## config.mk

```make
export PLATFORM = sky130hd
export DESIGN_NAME = ahb_burst_master
export DESIGN_NICKNAME = d
export VERILOG_FILES = /design/src/rtl/ahb_burst_master.sv
export SDC_FILE = /design/constraint.sdc
export NUM_CORES = 1
export LEC_CHECK = 0
export ABC_AREA = 1
export CAP_MARGIN = 20
export CORE_MARGIN = 10
export CORE_UTILIZATION = 45
export CTS_CLUSTER_DIAMETER = 80
export CTS_CLUSTER_SIZE = 10
export DETAILED_ROUTE_END_ITERATION = 10
export PLACE_DENSITY = 0.87
export SYNTH_ARGS = -nofsm -noshare
export SYNTH_HDL_FRONTEND = slang
export SYNTH_SLANG_ARGS = --single-unit
```

## constraint.sdc

```tcl
create_clock -name HCLK -period 4.8 [get_ports HCLK]
set_input_delay 0.48 -clock HCLK [delete_from_list [all_inputs] [get_ports HCLK]]
set_output_delay 0.48 -clock HCLK [all_outputs]
set_load 0.005 [all_outputs]
```

## src/rtl/ahb_burst_master.sv

```systemverilog
// ahb_burst_master: AHB-Lite master burst engine.
// Takes one command at a time (start address, direction, beat count, BUSY
// insertion) and drives pipelined address/data phases on the AHB bus.
// Honours HREADY wait states and the two-cycle HRESP error response.
// Read data comes back as a stream on rdata/rdata_valid.
// Optional build macro AHB_BURST_MASTER_1KB_CHECK_EN rejects commands whose
// burst would cross a 1 KB address boundary.
module ahb_burst_master #(
    parameter int ADDR_WIDTH = 32,
    parameter int DATA_WIDTH = 32,
    parameter int MAX_BEATS  = 16,
    parameter int BUSY_W     = 2
) (
    input  logic                             HCLK,
    input  logic                             HRESET,
    input  logic                             cmd_valid,
    output logic                             cmd_ready,
    input  logic [ADDR_WIDTH-1:0]            cmd_addr,
    input  logic                             cmd_write,
    input  logic [$clog2(MAX_BEATS+1)-1:0]   cmd_beats,
    input  logic [BUSY_W-1:0]                cmd_busy,
    input  logic [DATA_WIDTH-1:0]            wdata,
    output logic                             wdata_pop,
    output logic [DATA_WIDTH-1:0]            rdata,
    output logic                             rdata_valid,
    output logic                             done,
    output logic                             error,
    output logic [ADDR_WIDTH-1:0]            HADDR,
    output logic                             HWRITE,
    output logic [2:0]                       HSIZE,
    output logic [2:0]                       HBURST,
    output logic [1:0]                       HTRANS,
    output logic [DATA_WIDTH-1:0]            HWDATA,
    input  logic [DATA_WIDTH-1:0]            HRDATA,
    input  logic                             HREADY,
    input  logic                             HRESP
);

    localparam int BEAT_W = $clog2(MAX_BEATS+1);
    localparam int BYTES  = DATA_WIDTH / 8;
    localparam logic [2:0]            SIZE_CODE = 3'($clog2(BYTES));
    localparam logic [ADDR_WIDTH-1:0] ADDR_STEP = ADDR_WIDTH'(BYTES);

    localparam logic [1:0] T_IDLE   = 2'b00;
    localparam logic [1:0] T_BUSY   = 2'b01;
    localparam logic [1:0] T_NONSEQ = 2'b10;
    localparam logic [1:0] T_SEQ    = 2'b11;

    typedef enum logic [2:0] {
        S_IDLE,
        S_ADDR,
        S_BUSYW,
        S_LAST,
        S_ERR
    } state_t;

    state_t state;
    state_t state_nxt;

    // Beats not yet placed on the bus, BUSY bookkeeping and data-phase tracking
    logic [BEAT_W-1:0]     beats_rem;
    logic [BEAT_W-1:0]     beats_rem_nxt;
    logic [BUSY_W-1:0]     busy_n;
    logic [BUSY_W-1:0]     busy_n_nxt;
    logic [BUSY_W-1:0]     busy_cnt;
    logic [BUSY_W-1:0]     busy_cnt_nxt;
    logic                  dphase;
    logic                  dphase_nxt;

    logic [ADDR_WIDTH-1:0] haddr_nxt;
    logic [1:0]            htrans_nxt;
    logic                  hwrite_nxt;
    logic [2:0]            hburst_nxt;
    logic [DATA_WIDTH-1:0] hwdata_nxt;
    logic [DATA_WIDTH-1:0] rdata_nxt;
    logic                  rvalid_nxt;
    logic                  done_nxt;
    logic                  error_nxt;

    logic                  accept;
    logic                  reject;
    logic                  addr_acc;
    logic                  err_first;
    logic [BEAT_W-1:0]     eff_beats;

    function automatic logic [2:0] burst_code(input logic [BEAT_W-1:0] n);
        case (int'(n))
            1:       return 3'b000;
            4:       return 3'b011;
            8:       return 3'b101;
            16:      return 3'b111;
            default: return 3'b001;
        endcase
    endfunction

    assign cmd_ready = (state == S_IDLE);
    assign accept    = cmd_valid & cmd_ready;
    assign eff_beats = (cmd_beats == '0) ? BEAT_W'(1) : cmd_beats;
    assign addr_acc  = (state == S_ADDR) & HREADY;
    assign wdata_pop = addr_acc & HWRITE;
    assign err_first = dphase & HRESP & ~HREADY & (state != S_ERR) & (state != S_IDLE);
    assign HSIZE     = SIZE_CODE;

`ifdef AHB_BURST_MASTER_1KB_CHECK_EN
    logic [ADDR_WIDTH:0] last_byte;
    assign last_byte = {1'b0, cmd_addr}
                     + ((ADDR_WIDTH+1)'(eff_beats) * (ADDR_WIDTH+1)'(BYTES))
                     - (ADDR_WIDTH+1)'(1);
    assign reject    = (last_byte[ADDR_WIDTH:10] != {1'b0, cmd_addr[ADDR_WIDTH-1:10]});
`else
    assign reject    = 1'b0;
`endif

    // State register
    always_ff @(posedge HCLK) begin
        if (HRESET) begin
            state <= S_IDLE;
        end else begin
            state <= state_nxt;
        end
    end

    // Next-state decision: acceptance, beat progression, BUSY insertion, errors
    always_comb begin
        state_nxt = state;
        unique case (state)
            S_IDLE: begin
                if (accept && !reject) state_nxt = S_ADDR;
            end
            S_ADDR: begin
                if (err_first) begin
                    state_nxt = S_ERR;
                end else if (HREADY) begin
                    if (beats_rem == '0) begin
                        state_nxt = S_LAST;
                    end else if (HTRANS == T_NONSEQ && busy_n != '0) begin
                        state_nxt = S_BUSYW;
                    end
                end
            end
            S_BUSYW: begin
                if (err_first) begin
                    state_nxt = S_ERR;
                end else if (HREADY && busy_cnt == BUSY_W'(1)) begin
                    state_nxt = S_ADDR;
                end
            end
            S_LAST: begin
                if (err_first) begin
                    state_nxt = S_ERR;
                end else if (HREADY) begin
                    state_nxt = S_IDLE;
                end
            end
            S_ERR: begin
                if (HREADY) state_nxt = S_IDLE;
            end
            default: state_nxt = S_IDLE;
        endcase
    end

    // Next values for the registered bus outputs, read stream and completion flags
    always_comb begin
        haddr_nxt     = HADDR;
        htrans_nxt    = HTRANS;
        hwrite_nxt    = HWRITE;
        hburst_nxt    = HBURST;
        hwdata_nxt    = HWDATA;
        rdata_nxt     = rdata;
        rvalid_nxt    = 1'b0;
        done_nxt      = 1'b0;
        error_nxt     = 1'b0;
        beats_rem_nxt = beats_rem;
        busy_n_nxt    = busy_n;
        busy_cnt_nxt  = busy_cnt;
        dphase_nxt    = dphase;

        if (dphase && HREADY) begin
            dphase_nxt = 1'b0;
            if (!HWRITE && state != S_ERR) begin
                rdata_nxt  = HRDATA;
                rvalid_nxt = 1'b1;
            end
        end
        if (addr_acc) begin
            dphase_nxt = 1'b1;
        end
        if (wdata_pop) begin
            hwdata_nxt = wdata;
        end

        unique case (state)
            S_IDLE: begin
                if (accept) begin
                    if (reject) begin
                        done_nxt  = 1'b1;
                        error_nxt = 1'b1;
                    end else begin
                        haddr_nxt     = cmd_addr;
                        htrans_nxt    = T_NONSEQ;
                        hwrite_nxt    = cmd_write;
                        hburst_nxt    = burst_code(eff_beats);
                        beats_rem_nxt = eff_beats - BEAT_W'(1);
                        busy_n_nxt    = cmd_busy;
                    end
                end
            end
            S_ADDR: begin
                if (err_first) begin
                    htrans_nxt = T_IDLE;
                end else if (HREADY) begin
                    if (beats_rem == '0) begin
                        htrans_nxt = T_IDLE;
                    end else begin
                        haddr_nxt     = HADDR + ADDR_STEP;
                        beats_rem_nxt = beats_rem - BEAT_W'(1);
                        if (HTRANS == T_NONSEQ && busy_n != '0) begin
                            htrans_nxt   = T_BUSY;
                            busy_cnt_nxt = busy_n;
                        end else begin
                            htrans_nxt = T_SEQ;
                        end
                    end
                end
            end
            S_BUSYW: begin
                if (err_first) begin
                    htrans_nxt = T_IDLE;
                end else if (HREADY) begin
                    busy_cnt_nxt = busy_cnt - BUSY_W'(1);
                    if (busy_cnt == BUSY_W'(1)) htrans_nxt = T_SEQ;
                end
            end
            S_LAST: begin
                if (err_first) begin
                    htrans_nxt = T_IDLE;
                end else if (HREADY) begin
                    done_nxt = 1'b1;
                end
            end
            S_ERR: begin
                if (HREADY) begin
                    done_nxt  = 1'b1;
                    error_nxt = 1'b1;
                end
            end
            default: htrans_nxt = T_IDLE;
        endcase
    end

    // Output and bookkeeping registers
    always_ff @(posedge HCLK) begin
        if (HRESET) begin
            HADDR       <= '0;
            HTRANS      <= T_IDLE;
            HWRITE      <= 1'b0;
            HBURST      <= 3'b000;
            HWDATA      <= '0;
            rdata       <= '0;
            rdata_valid <= 1'b0;
            done        <= 1'b0;
            error       <= 1'b0;
            beats_rem   <= '0;
            busy_n      <= '0;
            busy_cnt    <= '0;
            dphase      <= 1'b0;
        end else begin
            HADDR       <= haddr_nxt;
            HTRANS      <= htrans_nxt;
            HWRITE      <= hwrite_nxt;
            HBURST      <= hburst_nxt;
            HWDATA      <= hwdata_nxt;
            rdata       <= rdata_nxt;
            rdata_valid <= rvalid_nxt;
            done        <= done_nxt;
            error       <= error_nxt;
            beats_rem   <= beats_rem_nxt;
            busy_n      <= busy_n_nxt;
            busy_cnt    <= busy_cnt_nxt;
            dphase      <= dphase_nxt;
        end
    end

endmodule
```

==> results.json, run 1 <==
{
  "rr_worst_depth": 6,
  "finish.utilization_pct": 67.8,
  "multi_input_area_mm2": 0.00298,
  "rsz0062_at_grt": "no",
  "cts_tree": "yes",
  "critPathRequiredTime_ns": 5.15,
  "die_h_um": 134,
  "peakVddDrop_mv": 0.341,
  "core_area_mm2": 0.0126,
  "gp_congestion": 0.899,
  "crit_chain": "clkdlybuf4s50_1, nand4_2, inv_1, nor2_1, nor2_1",
  "regArea_mm2": 0.00236,
  "yosysWarnings": 0,
  "power_density_mw_per_mm2": 487,
  "numCtsBuffers": 17,
  "die_x_um": 134,
  "hold_depth": 2,
  "drv_slew": 0,
  "synth_cells": 881,
  "cts_root_buffer": "clkbuf_16",
  "die_area_mm2": 0.0179,
  "slowest_stage": "inv_1",
  "grt_max_degree": 52,
  "leakagePower_nw": 3.37,
  "clk_pin_slew_ns": 0.05,
  "diodes": 0,
  "fmax_mhz": 361,
  "r2r-end": "rdata[12]$_SDFFE_PP0P_",
  "nets": 1192,
  "cpPeakStageDelay_ns": 1.03,
  "r2r_slack_ns": 2.09,
  "synth.distinct_cells": 42,
  "drc": 0,
  "start_util_pct": 46.0,
  "critPathCaptureType": "register",
  "wire_per_inst_um": 15.9,
  "grt-ovfl-total": 0,
  "io_buffer_count": 215,
  "ctsHoldBuffers": 0,
  "r2r_start": "state[1]$_SDFFE_PP0P_",
  "cp_top_family": "buffers and inverters",
  "ys_ff_latch": 118,
  "synthesis.area_mm2": 0.00581,
  "power.total_w": 0.00417,
  "clock_path_buffers": 2,
  "cts_resized": 0,
  "max_slew_margin_pct": 31.2,
  "syn_to_final_growth_pct": 47.4,
  "final_layout_size_suffix_gt1_share_pct": 5.98,
  "fin_setup_tns_ns": 0,
  "critPathLaunchType": "input pin",
  "dr.pass1.iters": 7,
  "hold_path_class": "reg -> reg",
  "hold_violations": 0,
  "worstSetupPathType": "in -> reg",
  "h-tree-depth": 4,
  "vias_per_cell": 5.08,
  "grt_pass1_vias": 6283,
  "row_count": 41,
  "fillers": 1050,
  "grt_first_pass_wirelength_mm": 31.9,
  "vias": 6396,
  "dp_hpwl_mm": 14.7,
  "drtAntennaViolNets": 0,
  "drt_iter0_markers": 460,
  "cts_setup_buffers": 0,
  "hold_start": "busy_cnt[1]$_SDFFE_PP0P_",
  "cp_max_fo": 34,
  "track_usage_pct": 21.9,
  "maxCapViolCount": 0,
  "fin_skew_ns": 0.00494,
  "min_to": "busy_cnt[1]$_SDFFE_PP0P_",
  "layout_common_cells": "215 x clkdlybuf4s50_1, 213 x nor2_1, 168 x nand2_1",
  "finalCritPeriodShare_pct": 57.7,
  "final_common_cell": "clkdlybuf4s50_1",
  "clock_latency_ns": 0.41,
  "worst-path-buf-inv": 2,
  "status": "completed",
  "finalCriticalPeriod_ns": 2.77,
  "crit_top_cell": "nor2_1",
  "antenna_found_initial": 0,
  "totalWireLength_mm": 20.0,
  "pin_count": 219,
  "ys_seq_area_share_pct": 40.7,
  "syn_avg_cell_area_um2": 6.59,
  "worst_pin_slew_ns": 1.03,
  "clkSinkCount": 118,
  "finalSetupViolations": 0,
  "crit_arrival_ns": 3.11
}
## how the worst max path moves through the flow
stage | start | end | slack, ns | cells after the start
floorplan | cmd_beats[3] | beats_rem[2]$_SDFFE_PP0P_ | 2.90 | 9
global placement | HREADY | rdata[14]$_SDFFE_PP0P_ | 1.81 | 5
detailed placement | HREADY | rdata[12]$_SDFFE_PP0P_ | 1.68 | 5
CTS | HREADY | wdata_pop | 2.05 | 5
global route | HREADY | rdata[17]$_SDFFE_PP0P_ | 1.85 | 5
finish | HREADY | rdata[12]$_SDFFE_PP0P_ | 2.03 | 5
## layer usage
metal	track usage, %	up-vias	share of wire [%]
met2	36.2	273	48
met4	10.7	0	3.5
met5	0	-	0
met1	23.2	2858	38
met3	9.96	53	11
li1	-	3212	-
## area by class of cell
cell class / instances / area share [%]
clock buffer: 25 / 5.79
clock inverter: 4 / 0.819
timing repair buffer: 219 / 25.5
sequential: 118 / 27.6
multi-input combinational: 653 / 34.8
tap: 172 / 2.51
inverter: 68 / 2.98
## metrics by stage
stage	area, um^2	cells	hold WS, ns	worst slack (ns)
global placement	7990	1230	0.448	1.81
finish	8560	1259	0.459	2.03
CTS	8560	1259	0.459	2.05
detailed placement	7990	1230	0.452	1.68
floorplan	5810	882	0.433	2.90
global route	8560	1259	0.501	1.85
## synthesized netlist by cell type (all sizes together)
cell type | number | area (um^2)
nor3 | 3 | 20.0
conb | 2 | 7.51
and2 | 1 | 6.26
buf | 22 | 134
o211ai | 3 | 22.5
o21a | 2 | 15.0
dfxtp | 118 | 2360
a31oi | 3 | 18.8
o22ai | 3 | 18.8
o31ai | 3 | 22.5
a21oi | 49 | 249
nand3b | 2 | 15.0
or2 | 17 | 106
nor2 | 217 | 840
nand2 | 171 | 654
o21ai | 100 | 504
clkbuf | 21 | 81.3
o211a | 1 | 10.0
xnor2 | 2 | 17.5
a41oi | 1 | 8.76
xor2 | 2 | 17.5
nor4 | 1 | 6.26
inv | 68 | 255
nand3 | 55 | 280
ha | 6 | 75.1
o21bai | 1 | 7.51
nand4 | 6 | 43.8
a2bb2oi | 1 | 8.76
## logic make-up (layout without fill, tap and decap cells)
| group | after synthesis | in the layout | synth area share (%) |
|---|---|---|---|
| buf+inv | 111 | 316 | 8.10 |
| simple gates | 473 | 473 | 34.0 |
| other cells | 2 | 3 | 0.129 |
| xor+xnor | 4 | 4 | 0.603 |
| flops | 118 | 118 | 40.7 |
| compound gates | 167 | 167 | 15.3 |
| fa+ha+maj | 6 | 6 | 1.29 |
## registers in the layout (all words and copies together) (netlist names), 2 cells and up
name and cells:
HADDR 32, HWDATA 32, rdata 32, beats_rem 5, HBURST 3, state 3, HTRANS 2, busy_cnt 2
busy_n 2
## worst register-to-register path, delay by kind of cell (launching register included)
kind / cells / cell delay (ns)
AND/OR/NAND/NOR: 4 / 1.09
buffers and inverters: 2 / 1.14
flip-flops: 1 / 0.43
## where the power goes
part           internal (W)  switching [W]
registers           0.00119       0.000235
logic              0.000715       0.000810
clock network      0.000808       0.000418
Power figures use the tool's default switching activity.
==> inputs of run 2 (changes only) <==
Settings changed: CORE_UTILIZATION 45 to 40, PLACE_DENSITY 0.87 to 0.83.
Clock period 4.8 ns to 2.4 ns, I/O delays scaled along.
==> results.json, run 2 (synthesized netlist as in run 1, its figures left out) <==
{
  "grt_max_degree": 51,
  "globalRouteMet2Util_pct": 32.7,
  "power_density_mw_per_mm2": 979,
  "final_cell_area_mm2": 0.00871,
  "fillers": 1277,
  "drc": 0,
  "pin_count": 219,
  "grt.busiest_layer": "met2",
  "cpPeakStageDelay_ns": 0.57,
  "rr_worst_depth": 10,
  "critPathRequiredTime_ns": 2.16,
  "grt-ovfl-total": 0,
  "max_slew_margin_pct": 64.5,
  "pre_cts_slack_ns": 0.185,
  "antenna_found_initial": 0,
  "row_count": 43,
  "p_clk_share_pct": 29.7,
  "crit_chain": "nand2_2, nor2_4, nand2_1, nor2_2, clkdlybuf4s50_1",
  "clkSinkCount": 118,
  "cts_root_buffer": "clkbuf_16",
  "vias_per_cell": 4.97,
  "dp_hpwl_mm": 15.0,
  "drv_slew": 0,
  "place_area_mm2": 0.00811,
  "intPower_w": 0.00544,
  "cts_tree": "yes",
  "finalCritPeriodShare_pct": 89.6,
  "hold_violations": 0,
  "cts_setup_buffers": 0,
  "maxCapViolCount": 0,
  "fin_skew_ns": 0.00990,
  "cp_top_family": "buffers and inverters",
  "r2r-end": "HADDR[6]$_SDFFE_PP0P_",
  "min_to": "HADDR[0]$_SDFFE_PP0P_",
  "final_layout_size_suffix_gt1_share_pct": 7.62,
  "cp_max_fo": 5,
  "worst_pin_slew_ns": 0.532,
  "die_area_mm2": 0.0197,
  "numCtsBuffers": 17,
  "diodes": 0,
  "final_common_cell": "clkdlybuf4s50_1",
  "clk_pin_slew_ns": 0.06,
  "clock_path_buffers": 2,
  "combPwrFrac_pct": 36.8,
  "syn_to_final_growth_pct": 49.9,
  "dr.pass1.iters": 5,
  "vias": 6382,
  "sequentialPowerShare_pct": 33.5,
  "whs_ns": 0.397,
  "layout_common_cells": "215 x clkdlybuf4s50_1, 213 x nor2_1, 168 x nand2_1",
  "hold_depth": 3,
  "use_met3_pct": 9.94,
  "worstSetupPathType": "reg -> out",
  "drtAntennaViolNets": 0,
  "nets": 1205,
  "h-tree-depth": 4,
  "hold_path_class": "in -> reg",
  "wire_per_inst_um": 15.6,
  "finalCriticalPeriod_ns": 2.15,
  "grt_first_pass_wirelength_mm": 32.3,
  "critPathCaptureType": "output port",
  "core_area_mm2": 0.0140,
  "crit_arrival_ns": 1.91,
  "p_sw_w": 0.00308,
  "finish.utilization_pct": 62.0,
  "cts_resized": 0,
  "fin_setup_tns_ns": 0,
  "io_buffer_count": 215,
  "start_util_pct": 41.4,
  "die_h_um": 141,
  "fmax_mhz": 465,
  "use_met1_pct": 21.9,
  "hold_start": "cmd_addr[0]",
  "die_x_um": 141,
  "gp_congestion": 0.965,
  "track_usage_pct": 20.0,
  "peakVddDrop_mv": 0.469,
  "finalSetupViolations": 0,
  "totalWireLength_mm": 20.1,
  "rsz0062_at_grt": "no",
  "power.switching_fraction_pct": 36.2,
  "slowest_stage": "clkdlybuf4s50_1",
  "critPathLaunchType": "register",
  "worst_slack_ns": 0.249,
  "clock_latency_ns": 0.42,
  "worst-path-buf-inv": 1,
  "top_regs": "HADDR x32, HWDATA x32, rdata x32",
  "grt_pass1_vias": 6341,
  "leakagePower_nw": 3.45,
  "drt_iter0_markers": 382,
  "r2r_slack_ns": 0.46,
  "r2r_start": "beats_rem[0]$_SDFFE_PP0P_",
  "ctsHoldBuffers": 0,
  "status": "completed"
}
==> run 2: worst register-to-register path, cell delays in order (launching register included) <==
cell and delay (ns):
dfxtp_1 0.31, inv_1 0.11, ha_1 0.16, inv_1 0.04
nor2_1 0.15, nand2_1 0.13, a21oi_2 0.23, inv_2 0.09
nand2_4 0.31, a21oi_1 0.11, o21a_1 0.18
==> run 2: how the worst max path moves through the flow <==
| stage | start | end | slack [ns] | cells after the start |
|---|---|---|---|---|
| 3_5_place_dp | cmd_beats[3] | beats_rem[2]$_SDFFE_PP0P_ | 0.18 | 10 |
| 3_3_place_gp | cmd_beats[3] | beats_rem[2]$_SDFFE_PP0P_ | 0.24 | 10 |
| 4_1_cts | state[0]$_SDFFE_PP0P_ | wdata_pop | 0.19 | 5 |
| 6_report | state[0]$_SDFFE_PP0P_ | wdata_pop | 0.25 | 5 |
| 2_1_floorplan | cmd_beats[3] | beats_rem[2]$_SDFFE_PP0P_ | 0.74 | 9 |
| 5_1_grt | state[2]$_SDFFE_PP0P_ | wdata_pop | 0.10 | 6 |
==> run 2: layout make-up <==
class / instances / area, um^2 / area share, %
Tap cell: 180 / 225 / 2.59
Multi-Input combinational cell: 653 / 2980 / 34.2
Inverter: 68 / 255 / 2.93
Timing Repair Buffer: 232 / 2290 / 26.3
Clock inverter: 13 / 150 / 1.72
Clock buffer: 19 / 443 / 5.09
Sequential cell: 118 / 2360 / 27.1
==> run 2: per-stage QoR <==
stage / power, W / instances
global placement: 0.00596 / 1251
finish: 0.00852 / 1283
CTS: 0.00857 / 1283
global route: 0.00913 / 1283
detailed placement: 0.00601 / 1251
floorplan: 0.00462 / 882
==> run 2: power groups by stage <==
stage,Clock [W],Sequential (W),Combinational [W]
floorplan,0,0.00278,0.00183
global placement,0,0.00287,0.00309
detailed placement,0,0.00288,0.00313
CTS,0.00257,0.00284,0.00316
global route,0.00265,0.00292,0.00355
finish,0.00254,0.00285,0.00313
==> run 2: per-layer routing <==
layer / part of all wire, % / wire, um
met3: 12 / 2470
met1: 38 / 7700
met5: 0 / 0
met2: 47 / 9410
met4: 2.4 / 484
==> inputs of run 3 (changes only) <==
Settings changed: CORE_MARGIN 10 to 2, CTS_CLUSTER_SIZE 10 to 25.
==> results.json, run 3 (synthesized netlist as in run 1, its figures left out) <==
{
  "status": "completed",
  "peakVddDrop_mv": 0.490,
  "finalCritPeriodShare_pct": 90.3,
  "antenna_found_initial": 0,
  "worst_pin_slew_ns": 0.525,
  "syn_to_final_growth_pct": 49.4,
  "cp_max_fo": 5,
  "dr.pass1.iters": 5,
  "vias": 6380,
  "critPathCaptureType": "output port",
  "final_common_cell": "clkdlybuf4s50_1",
  "drv_slew": 0,
  "finalCriticalPeriod_ns": 2.17,
  "dp.cells": 1252,
  "layout_common_cells": "215 x clkdlybuf4s50_1, 213 x nor2_1, 168 x nand2_1",
  "nets": 1202,
  "final_layout_size_suffix_gt1_share_pct": 7.36,
  "sequentialPowerShare_pct": 33.8,
  "drc": 0,
  "clock_path_buffers": 2,
  "finalSetupViolations": 0,
  "critPathLaunchType": "register",
  "track_usage_pct": 23.0,
  "multi_input_area_mm2": 0.00298,
  "die_area_mm2": 0.0155,
  "totalWireLength_mm": 17.9,
  "pin_count": 219,
  "top_regs": "HADDR x32, HWDATA x32, rdata x32",
  "start_util_pct": 40.4,
  "h-tree-depth": 4,
  "hold_path_class": "in -> reg",
  "p_sw_w": 0.00306,
  "cts_setup_buffers": 0,
  "clk_pin_slew_ns": 0.06,
  "leakagePower_nw": 3.42,
  "die_x_um": 125,
  "power.switching_fraction_pct": 36.2,
  "fin_skew_ns": 0.00801,
  "power_density_mw_per_mm2": 972,
  "maxCapViolCount": 0,
  "final_cell_area_mm2": 0.00868,
  "grt_pass1_vias": 5992,
  "cts_root_buffer": "clkbuf_16",
  "grt_first_pass_wirelength_mm": 29.0,
  "combPwrFrac_pct": 36.4,
  "grt_max_degree": 53,
  "p_clk_share_pct": 29.8,
  "hold_violations": 0,
  "pre_cts_slack_ns": 0.145,
  "core_area_mm2": 0.0144,
  "clkSinkCount": 118,
  "max_slew_margin_pct": 64.9,
  "fillers": 1322,
  "fin_setup_tns_ns": 0,
  "diodes": 0,
  "fmax_mhz": 462,
  "critPathRequiredTime_ns": 2.16,
  "die_h_um": 125,
  "row_count": 44,
  "wire_per_inst_um": 14.0,
  "rsz0062_at_grt": "no",
  "clock_latency_ns": 0.42,
  "crit_arrival_ns": 1.93,
  "vias_per_cell": 4.97,
  "fin_cells": 1284,
  "grt-ovfl-total": 0,
  "drt_iter0_markers": 495,
  "cts_tree": "yes",
  "worst_slack_ns": 0.234,
  "ctsHoldBuffers": 0,
  "io_buffer_count": 215,
  "cts_resized": 0,
  "gp_congestion": 1.01,
  "dp_hpwl_mm": 13.0,
  "regArea_mm2": 0.00236,
  "worstSetupPathType": "reg -> out",
  "place_area_mm2": 0.00810,
  "intPower_w": 0.00538,
  "drtAntennaViolNets": 0,
  "numCtsBuffers": 17
}
[run 3: stage by stage]
stage                     hold slack, ns  util [%]  power (W)
after floorplan                    0.375         -    0.00462
after global placement             0.444      56.3    0.00588
after detailed placement           0.450      56.3    0.00594
after CTS                          0.384      60.4    0.00847
after global routing               0.401      60.4    0.00897
final                              0.403      60.4    0.00843
[run 3: worst paths after layout]
kind / from / depth (start not counted) / end / slack (ns)
max: state[2]$_SDFFE_PP0P_ / 6 / wdata_pop / 0.23
min: cmd_addr[0] / 3 / HADDR[0]$_SDFFE_PP0P_ / 0.40
max reg2reg: beats_rem[0]$_SDFFE_PP0P_ / 10 / HADDR[6]$_SDFFE_PP0P_ / 0.40
min reg2reg: busy_cnt[1]$_SDFFE_PP0P_ / 2 / busy_cnt[1]$_SDFFE_PP0P_ / 0.45
[run 3: area by class of cell]
type                       count  area share (%)
sequential                   118            27.2
clock inverter                14            1.74
inverter                      68            2.94
timing repair buffer         229            26.2
multi-input combinational    653            34.3
tap                          184            2.65
clock buffer                  18            4.95
[run 3: power by group through the flow]
stage	Sequential (W)	Clock (W)	Combinational [W]
final	0.00285	0.00251	0.00307
after global routing	0.00291	0.00263	0.00344
after CTS	0.00284	0.00255	0.00308
after detailed placement	0.00288	0	0.00306
after global placement	0.00287	0	0.00300
after floorplan	0.00278	0	0.00183
[run 3: critical path: stages (launching register included)]
cell and delay [ns]:
dfxtp_1 0.35, inv_2 0.11, nand2_2 0.09, nor2_4 0.17, nand2_1 0.11, nor2_2 0.13
clkdlybuf4s50_1 0.57
[run 3: metal layers]
metal,share of wire [%],GRT usage [%],wire length [um],up-vias
met2,47,38.4,8510,247
met5,0,0,0,-
met3,8.3,8.46,1490,29
met1,42,26.7,7500,2871
met4,2.5,9.05,447,0
li1,-,-,-,3233
